===== src/rtl/alu_cmd_sequencer_if.sv =====
// Command, ALU-drive and response channels of the ALU issue stage.
// The sequencer sits on the slave modport; the surrounding system uses master.
interface alu_cmd_sequencer_if;
   logic        cmd_valid;
   logic        cmd_ready;
   logic [2:0]  cmd_opcode;
   logic [15:0] cmd_a;
   logic [15:0] cmd_b;
   logic [15:0] alu_a;
   logic [15:0] alu_b;
   logic [2:0]  alu_opcode;
   logic [31:0] alu_result;
   logic        rsp_valid;
   logic        rsp_ready;
   logic [31:0] rsp_result;
   logic [1:0]  rsp_ovf;
   logic [2:0]  rsp_opcode;

   modport master (
      output cmd_valid, cmd_opcode, cmd_a, cmd_b, alu_result, rsp_ready,
      input  cmd_ready, alu_a, alu_b, alu_opcode, rsp_valid, rsp_result, rsp_ovf, rsp_opcode
   );

   modport slave (
      input  cmd_valid, cmd_opcode, cmd_a, cmd_b, alu_result, rsp_ready,
      output cmd_ready, alu_a, alu_b, alu_opcode, rsp_valid, rsp_result, rsp_ovf, rsp_opcode
   );
endinterface


===== src/rtl/alu_cmd_sequencer.sv =====
// Issue stage in front of the 16-bit ALU: buffers commands in a FIFO, holds each
// one on the ALU for HOLD_CYCLES cycles, then returns the result with overflow flags.
module alu_cmd_sequencer #(
   parameter int DEPTH       = 4,
   parameter int HOLD_CYCLES = 2
) (
   input  logic               clk_i,
   input  logic               rst_i,
   alu_cmd_sequencer_if.slave bus,
   output logic               err_illegal_o,
   output logic               busy_o,
   output logic [15:0]        op_count_o
);
   localparam int PtrW  = (DEPTH > 1) ? $clog2(DEPTH) : 1;
   localparam int HoldW = (HOLD_CYCLES > 1) ? $clog2(HOLD_CYCLES) : 1;
   localparam logic [PtrW:0]    FullCount = (PtrW + 1)'(DEPTH);
   localparam logic [HoldW-1:0] HoldLast  = HoldW'(HOLD_CYCLES - 1);
   localparam logic [2:0] OpAdd  = 3'b000;
   localparam logic [2:0] OpMul  = 3'b001;
   localparam logic [2:0] OpSub  = 3'b010;
   localparam logic [2:0] OpIdle = 3'b111;

   typedef enum logic [1:0] {Idle, Drive, Resp} state_e;

   typedef struct packed {
      logic [2:0]  opcode;
      logic [15:0] a;
      logic [15:0] b;
   } cmd_t;

   cmd_t             fifoMem [DEPTH];
   cmd_t             head;
   logic [PtrW-1:0]  wrPtr_q, wrPtr_d, rdPtr_q, rdPtr_d;
   logic [PtrW:0]    count_q, count_d;
   state_e           state_q, state_d;
   logic [HoldW-1:0] holdCnt_q, holdCnt_d;
   logic [15:0]      aluA_q, aluA_d, aluB_q, aluB_d;
   logic [2:0]       aluOp_q, aluOp_d;
   logic             rspValid_q, rspValid_d;
   logic [31:0]      rspResult_q, rspResult_d;
   logic [1:0]       rspOvf_q, rspOvf_d;
   logic [2:0]       rspOp_q, rspOp_d;
   logic             errIllegal_q, errIllegal_d;
   logic [15:0]      opCount_q, opCount_d;
   logic             fifoFull, fifoEmpty, accept, push, pop;
   logic [1:0]       ovfNow;

   assign fifoFull  = (count_q == FullCount);
   assign fifoEmpty = (count_q == '0);
   assign accept    = bus.cmd_valid && !fifoFull;
   assign push      = accept && (bus.cmd_opcode != OpIdle);
   assign head      = fifoMem[rdPtr_q];

   // Flags are derived from the live ALU result while the command opcode is still driven.
   always_comb begin
      ovfNow = 2'b00;
      case (aluOp_q)
         OpAdd:   ovfNow = {1'b0, bus.alu_result[16]};
         OpSub:   ovfNow = {1'b0, bus.alu_result[31]};
         OpMul:   ovfNow = {|bus.alu_result[31:16], 1'b0};
         default: ovfNow = 2'b00;
      endcase
   end

   // Sequencer: a pop in Resp happens on the same edge as the response handshake.
   always_comb begin
      state_d     = state_q;
      holdCnt_d   = holdCnt_q;
      aluA_d      = aluA_q;
      aluB_d      = aluB_q;
      aluOp_d     = aluOp_q;
      rspValid_d  = rspValid_q;
      rspResult_d = rspResult_q;
      rspOvf_d    = rspOvf_q;
      rspOp_d     = rspOp_q;
      opCount_d   = opCount_q;
      pop         = 1'b0;
      case (state_q)
         Idle: begin
            if (!fifoEmpty) begin
               pop       = 1'b1;
               aluA_d    = head.a;
               aluB_d    = head.b;
               aluOp_d   = head.opcode;
               holdCnt_d = '0;
               state_d   = Drive;
            end
         end
         Drive: begin
            if (holdCnt_q == HoldLast) begin
               rspResult_d = bus.alu_result;
               rspOvf_d    = ovfNow;
               rspOp_d     = aluOp_q;
               rspValid_d  = 1'b1;
               aluOp_d     = OpIdle;
               state_d     = Resp;
            end else begin
               holdCnt_d = holdCnt_q + HoldW'(1);
            end
         end
         Resp: begin
            if (bus.rsp_ready) begin
               rspValid_d = 1'b0;
               opCount_d  = opCount_q + 16'd1;
               if (!fifoEmpty) begin
                  pop       = 1'b1;
                  aluA_d    = head.a;
                  aluB_d    = head.b;
                  aluOp_d   = head.opcode;
                  holdCnt_d = '0;
                  state_d   = Drive;
               end else begin
                  state_d = Idle;
               end
            end
         end
         default: state_d = Idle;
      endcase
   end

   always_comb begin
      wrPtr_d      = push ? wrPtr_q + PtrW'(1) : wrPtr_q;
      rdPtr_d      = pop ? rdPtr_q + PtrW'(1) : rdPtr_q;
      errIllegal_d = accept && (bus.cmd_opcode == OpIdle);
      count_d      = count_q;
      case ({push, pop})
         2'b10:   count_d = count_q + (PtrW + 1)'(1);
         2'b01:   count_d = count_q - (PtrW + 1)'(1);
         default: count_d = count_q;
      endcase
   end

   always_ff @(posedge clk_i) begin
      if (rst_i) begin
         state_q      <= Idle;
         holdCnt_q    <= '0;
         wrPtr_q      <= '0;
         rdPtr_q      <= '0;
         count_q      <= '0;
         aluA_q       <= '0;
         aluB_q       <= '0;
         aluOp_q      <= OpIdle;
         rspValid_q   <= 1'b0;
         rspResult_q  <= '0;
         rspOvf_q     <= '0;
         rspOp_q      <= '0;
         errIllegal_q <= 1'b0;
         opCount_q    <= '0;
      end else begin
         state_q      <= state_d;
         holdCnt_q    <= holdCnt_d;
         wrPtr_q      <= wrPtr_d;
         rdPtr_q      <= rdPtr_d;
         count_q      <= count_d;
         aluA_q       <= aluA_d;
         aluB_q       <= aluB_d;
         aluOp_q      <= aluOp_d;
         rspValid_q   <= rspValid_d;
         rspResult_q  <= rspResult_d;
         rspOvf_q     <= rspOvf_d;
         rspOp_q      <= rspOp_d;
         errIllegal_q <= errIllegal_d;
         opCount_q    <= opCount_d;
      end
   end

   always_ff @(posedge clk_i) begin
      if (push) begin
         fifoMem[wrPtr_q] <= {bus.cmd_opcode, bus.cmd_a, bus.cmd_b};
      end
   end

   assign bus.cmd_ready  = !fifoFull;
   assign bus.alu_a      = aluA_q;
   assign bus.alu_b      = aluB_q;
   assign bus.alu_opcode = aluOp_q;
   assign bus.rsp_valid  = rspValid_q;
   assign bus.rsp_result = rspResult_q;
   assign bus.rsp_ovf    = rspOvf_q;
   assign bus.rsp_opcode = rspOp_q;
   assign err_illegal_o  = errIllegal_q;
   assign busy_o         = (state_q != Idle) || !fifoEmpty;
   assign op_count_o     = opCount_q;
endmodule


===== src/flat_wrapper.sv =====
// flat-port wrapper written by rule: the top's interface ports become plain ports
module alu_cmd_sequencer_flat 
#(
   parameter int DEPTH       = 4,
   parameter int HOLD_CYCLES = 2
)
  (clk_i, rst_i, err_illegal_o, busy_o, op_count_o, bus_cmd_valid, bus_cmd_opcode, bus_cmd_a, bus_cmd_b, bus_alu_result, bus_rsp_ready, bus_cmd_ready, bus_alu_a, bus_alu_b, bus_alu_opcode, bus_rsp_valid, bus_rsp_result, bus_rsp_ovf, bus_rsp_opcode);
  alu_cmd_sequencer_if bus_i ();
  input  logic clk_i;
  input  logic rst_i;
  output logic err_illegal_o;
  output logic busy_o;
  output logic [15:0] op_count_o;
  input wire logic [$bits(bus_i.cmd_valid)-1:0] bus_cmd_valid;
  input wire logic [$bits(bus_i.cmd_opcode)-1:0] bus_cmd_opcode;
  input wire logic [$bits(bus_i.cmd_a)-1:0] bus_cmd_a;
  input wire logic [$bits(bus_i.cmd_b)-1:0] bus_cmd_b;
  input wire logic [$bits(bus_i.alu_result)-1:0] bus_alu_result;
  input wire logic [$bits(bus_i.rsp_ready)-1:0] bus_rsp_ready;
  output wire logic [$bits(bus_i.cmd_ready)-1:0] bus_cmd_ready;
  output wire logic [$bits(bus_i.alu_a)-1:0] bus_alu_a;
  output wire logic [$bits(bus_i.alu_b)-1:0] bus_alu_b;
  output wire logic [$bits(bus_i.alu_opcode)-1:0] bus_alu_opcode;
  output wire logic [$bits(bus_i.rsp_valid)-1:0] bus_rsp_valid;
  output wire logic [$bits(bus_i.rsp_result)-1:0] bus_rsp_result;
  output wire logic [$bits(bus_i.rsp_ovf)-1:0] bus_rsp_ovf;
  output wire logic [$bits(bus_i.rsp_opcode)-1:0] bus_rsp_opcode;
  assign bus_i.cmd_valid = bus_cmd_valid;
  assign bus_i.cmd_opcode = bus_cmd_opcode;
  assign bus_i.cmd_a = bus_cmd_a;
  assign bus_i.cmd_b = bus_cmd_b;
  assign bus_i.alu_result = bus_alu_result;
  assign bus_i.rsp_ready = bus_rsp_ready;
  assign bus_cmd_ready = bus_i.cmd_ready;
  assign bus_alu_a = bus_i.alu_a;
  assign bus_alu_b = bus_i.alu_b;
  assign bus_alu_opcode = bus_i.alu_opcode;
  assign bus_rsp_valid = bus_i.rsp_valid;
  assign bus_rsp_result = bus_i.rsp_result;
  assign bus_rsp_ovf = bus_i.rsp_ovf;
  assign bus_rsp_opcode = bus_i.rsp_opcode;
  alu_cmd_sequencer #(.DEPTH(DEPTH), .HOLD_CYCLES(HOLD_CYCLES)) u_core (.clk_i(clk_i), .rst_i(rst_i), .bus(bus_i), .err_illegal_o(err_illegal_o), .busy_o(busy_o), .op_count_o(op_count_o));
endmodule

===== config.mk =====
export PLATFORM = sky130hd
export DESIGN_NAME = alu_cmd_sequencer_flat
export DESIGN_NICKNAME = d
export VERILOG_FILES = /design/src/rtl/alu_cmd_sequencer_if.sv /design/src/rtl/alu_cmd_sequencer.sv /design/src/flat_wrapper.sv
export SDC_FILE = /design/constraint.sdc
export NUM_CORES = 1
export LEC_CHECK = 0
export BUFFER_PORTS_ARGS = -buffer_cell sky130_fd_sc_hd__buf_2
export CAP_MARGIN = 20
export CORE_MARGIN = 3
export CORE_UTILIZATION = 30
export DETAILED_ROUTE_END_ITERATION = 12
export GPL_TIMING_DRIVEN = 0
export PLACE_DENSITY_LB_ADDON = 0.15
export SLEW_MARGIN = 25
export SYNTH_ARGS = -nofsm -noshare
export SYNTH_HDL_FRONTEND = slang
export SYNTH_SLANG_ARGS = --single-unit

===== constraint.sdc =====
create_clock -name clk_i -period 2.9 [get_ports clk_i]
set_input_delay 0 -clock clk_i [delete_from_list [all_inputs] [get_ports clk_i]]
set_output_delay 0 -clock clk_i [all_outputs]
set_load 0.005 [all_outputs]

==> reports/qor.tcl <==
set qor(syn_area_sq_um) 9020
set qor(top_level_ports) 163
set qor(hpwlAfterDp_mm) 14.4
set qor(peakVddDrop_v) 0.000381
set qor(postSynthRegisterBits) 242
set qor(postCtsSetupRepairBufs) 0
set qor(critPathLaunchType) {register}
set qor(clock_tree.htree_level_count) 1
set qor(clock_skew_ns) 0.00965
set qor(route.detailed.wl_per_inst_microns) 17.1
set qor(power.total_mw) 10.4
set qor(status) {complete, no violations}
set qor(cts_root_buf) {sky130_fd_sc_hd__clkbuf_16}
set qor(grt_start_max_net_pins) 36
set qor(power.static_leakage_nw) 4.41
set qor(route.final.wire_length_mm) 22.8
set qor(cts_num_sinks) 242
set qor(design_area_sq_um) 12000
set qor(combinational_family_with_the_most_area_after_synthesis) {simple AND/OR/NAND/NOR gates}
set qor(syn-num-nets) 744
set qor(max-cap-violations) 0
set qor(required_ns) 3.32
set qor(postLayoutSetupSlackWorst_ns) 0.287
set qor(drt_iter0_markers) 230
set qor(setup_repair_after_global_routing_missed_its_margin) {no}
set qor(synthesis.area_per_instance_sq_um) 13.5
set qor(die_width_microns) 179
set qor(cts_max_path_buffers) 3
set qor(fin_hold_ws_ns) 0.219
set qor(die-area_sq_um) 32200
set qor(post-route-period-util_pct) 90.1
set qor(layout.core_utilization_pct) 41.0
set qor(io_buffers) 162
set qor(start_util_pct) 30.9
set qor(grt_pass1_vias) 6181
set qor(maximum_frequency_from_static_timing_analysis_mhz) 383
set qor(timing.critical_path.to_type) {register}
set qor(core_region_area_sq_um) 29200
set qor(synth.mux.area_fraction_pct) 9.44
set qor(postSynth.topFlopCell) {sky130_fd_sc_hd__edfxtp_1}
set qor(detail_route.vias_per_cell) 4.51
set qor(finalHoldViolations) 0
set qor(cp_top_family) {simple AND/OR/NAND/NOR gates}
set qor(finish.net_count) 1006
set qor(worstMarginPinSlew_ns) 0.942
set qor(timing.critical_path.cells) {nor3_2 > or3_1 > buf_2 > nor2_1 > fa_1 > nor4_1 > mux2i_1 > mux2_2}
set qor(path_max_fanout) 10
set qor(finalWeightedCongestion) 0.706
set qor(slew-limit-headroom_pct) 37.2
set qor(chipHeight_microns) 179
set qor(cts.reportedPaths.clkPinSlew_ns) 0.06
set qor(clock_tree_from_tritoncts) {built}
set qor(antenna_left) 0
set qor(drive_gt1_share_pct) 28.0
set qor(warning_count_from_the_yosys_run) 0
set qor(adder_cell_area_share_of_the_yosys_netlist_pct) 0.916
set qor(area.growth.synth_to_final_pct) 32.7
set qor(cts_inserted_buffers) 27
set qor(power_density_nw_per_um2) 869
set qor(placedCellCount) 1213
set qor(syn_inst) 667
set qor(synth_sequential_area_ratio_pct) 69.3
set qor(worst-endpoint-arrival_ns) 3.03
set qor(cp.buffers_inverters) 1
set qor(critPathSlowestCell) {sky130_fd_sc_hd__nor3_2}
set qor(synth-compound-area-share_pct) 5.51
set qor(drc) 0
set qor(drtPass1Iterations) 4
set qor(layout_min_cycle_time_ns) 2.61
set qor(grt_pass1_wl_mm) 34.7
set qor(grt_antenna_before_repair) 1
set qor(number_of_standard_cells_in_the_layout_taps_in_and_fillers_out) 1335
set qor(async_flop_share_pct) 0
set qor(finalSetupViolations) 0
set qor(globalRoute.totalOverflow) 0
set qor(global_route.usage.total_pct) 14.0
set qor(synth_xor_area_share_pct) 1.35
set qor(num_rows) 62
set qor(dpl_worst_slack_ns) 0.163
set qor(via_count) 6022
set qor(detailed_place.area_sq_um) 10300
set qor(slew_violations) 0
set qor(post_synth_and_or_nand_nor_area_fraction_pct) 11.5
set qor(crit_path_max_incr_delay_ns) 0.46
set qor(post_synth_edffs) 140
set qor(timing.setup.tns_ns) 0
set qor(worstHoldPathType) {in -> reg}
set qor(clkLatencyLatePin_ns) 0.53
set qor(path_class) {reg -> reg}
set qor(yosysUniqueCellTypes) 45
## logic make-up after synthesis
kind of cell | after synthesis
AOI/OAI and AO/OA | 95
xor gates and xnor gates | 13
adders and majority gates | 6
buffers and inverters | 42
DFF | 242
muxes | 41
and+or+nand+nor | 228
## per-layer routing
layer  global-route usage, %  wire (microns)  share of wire (%)
met1                    18.0            9960                 44
met2                    24.0           10800                 47
met3                    3.41            1630                7.2
met4                    2.93             403                1.8
met5                       0               0                  0
## where the power goes
part           switching (mW)  internal (mW)  total, mW
clock network            1.36           2.18       3.54
logic                    1.41           1.11       2.51
registers               0.225           4.13       4.35
total                    2.99           7.41       10.4
## synth_stat cells (2+ instances only)
library cell | number | area, sq um
sky130_fd_sc_hd__nor4_1 | 7 | 43.8
sky130_fd_sc_hd__nand4_1 | 5 | 31.3
sky130_fd_sc_hd__or3_1 | 2 | 12.5
sky130_fd_sc_hd__or4_1 | 5 | 37.5
sky130_fd_sc_hd__nand2b_1 | 4 | 25.0
sky130_fd_sc_hd__and2_1 | 5 | 31.3
sky130_fd_sc_hd__a21oi_1 | 81 | 405
sky130_fd_sc_hd__dfxtp_1 | 102 | 2040
sky130_fd_sc_hd__buf_4 | 3 | 22.5
sky130_fd_sc_hd__buf_1 | 2 | 7.51
sky130_fd_sc_hd__nand2_1 | 149 | 559
sky130_fd_sc_hd__xor2_1 | 5 | 43.8
sky130_fd_sc_hd__nand3_1 | 5 | 25.0
sky130_fd_sc_hd__mux4_2 | 35 | 788
sky130_fd_sc_hd__nor2b_1 | 5 | 31.3
sky130_fd_sc_hd__ha_1 | 5 | 62.6
sky130_fd_sc_hd__mux2i_1 | 4 | 40.0
sky130_fd_sc_hd__edfxtp_1 | 140 | 4200
sky130_fd_sc_hd__nor3_1 | 9 | 45.0
sky130_fd_sc_hd__clkbuf_1 | 21 | 78.8
sky130_fd_sc_hd__o31ai_1 | 4 | 30.0
sky130_fd_sc_hd__o21ai_0 | 6 | 30.0
sky130_fd_sc_hd__nor2_1 | 19 | 71.3
sky130_fd_sc_hd__o21bai_1 | 3 | 22.5
sky130_fd_sc_hd__xnor2_1 | 7 | 61.3
sky130_fd_sc_hd__inv_1 | 5 | 18.8
sky130_fd_sc_hd__buf_2 | 11 | 55.1
## area by class of cell
cell class,count,area (sq um)
fill,2796,17200
sequential,242,6250
multi-input combinational,383,2600
timing repair buffer,233,1520
clock buffer,32,704
tap,384,480
clock inverter,18,229
buffer,37,164
inverter,5,18.8
antenna,1,2.50
## repair_timing
action | in CTS | in global routing
setup endpoints to repair | 0 | 1
hold buffers | 71 | 0
gates resized for setup | 0 | 1
endpoints found under the hold margin | 183 | 0
## state kept, by name, indices dropped and copies added, names as in the netlist, named ones only
name / flops
u_core.bus.alu_a: 16
u_core.bus.alu_b: 16
u_core.bus.alu_opcode: 3
u_core.bus.rsp_opcode: 3
u_core.bus.rsp_ovf: 2
u_core.bus.rsp_result: 32
u_core.bus.rsp_valid: 1
u_core.count_q: 3
u_core.err_illegal_o: 1
u_core.fifoMem: 140
u_core.holdCnt_q: 1
u_core.op_count_o: 16
u_core.rdPtr_q: 2
u_core.state_q: 2
u_core.wrPtr_q: 2
## final timing paths
kind | startpoint | endpoint | slack, ns | depth (start not counted)
max | u_core.count_q[0] | u_core.count_q[2] | 0.29 | 8
min | bus_cmd_b[4] | u_core.fifoMem[2][4] | 0.22 | 2
max reg2reg | u_core.count_q[0] | u_core.count_q[2] | 0.29 | 8
min reg2reg | u_core.bus.rsp_ovf[1] | u_core.bus.rsp_ovf[1] | 0.45 | 2
## cell usage in the layout, fill, tap and decap left out, drive strengths merged, types with 2 or more instances in the layout
| cell | instances |
|---|---|
| xor2 | 5 |
| a21oi | 81 |
| o21ai | 6 |
| clkinvlp | 2 |
| and2 | 5 |
| nand4 | 6 |
| dlygate4sd3 | 71 |
| inv | 6 |
| mux2 | 2 |
| nor2b | 5 |
| nor2 | 19 |
| buf | 178 |
| clkinv | 10 |
| o31ai | 4 |
| nand2 | 149 |
| or3 | 3 |
| clkbuf | 53 |
| ha | 5 |
| nor3 | 11 |
| bufinv | 5 |
| and3 | 2 |
| or4 | 5 |
| xnor2 | 8 |
| mux4 | 35 |
| nand3 | 6 |
| o21bai | 3 |
| nand2b | 4 |
| edfxtp | 140 |
| dfxtp | 102 |
| nor4 | 7 |
| mux2i | 4 |
Note: power is estimated with default switching activity, not from simulation.
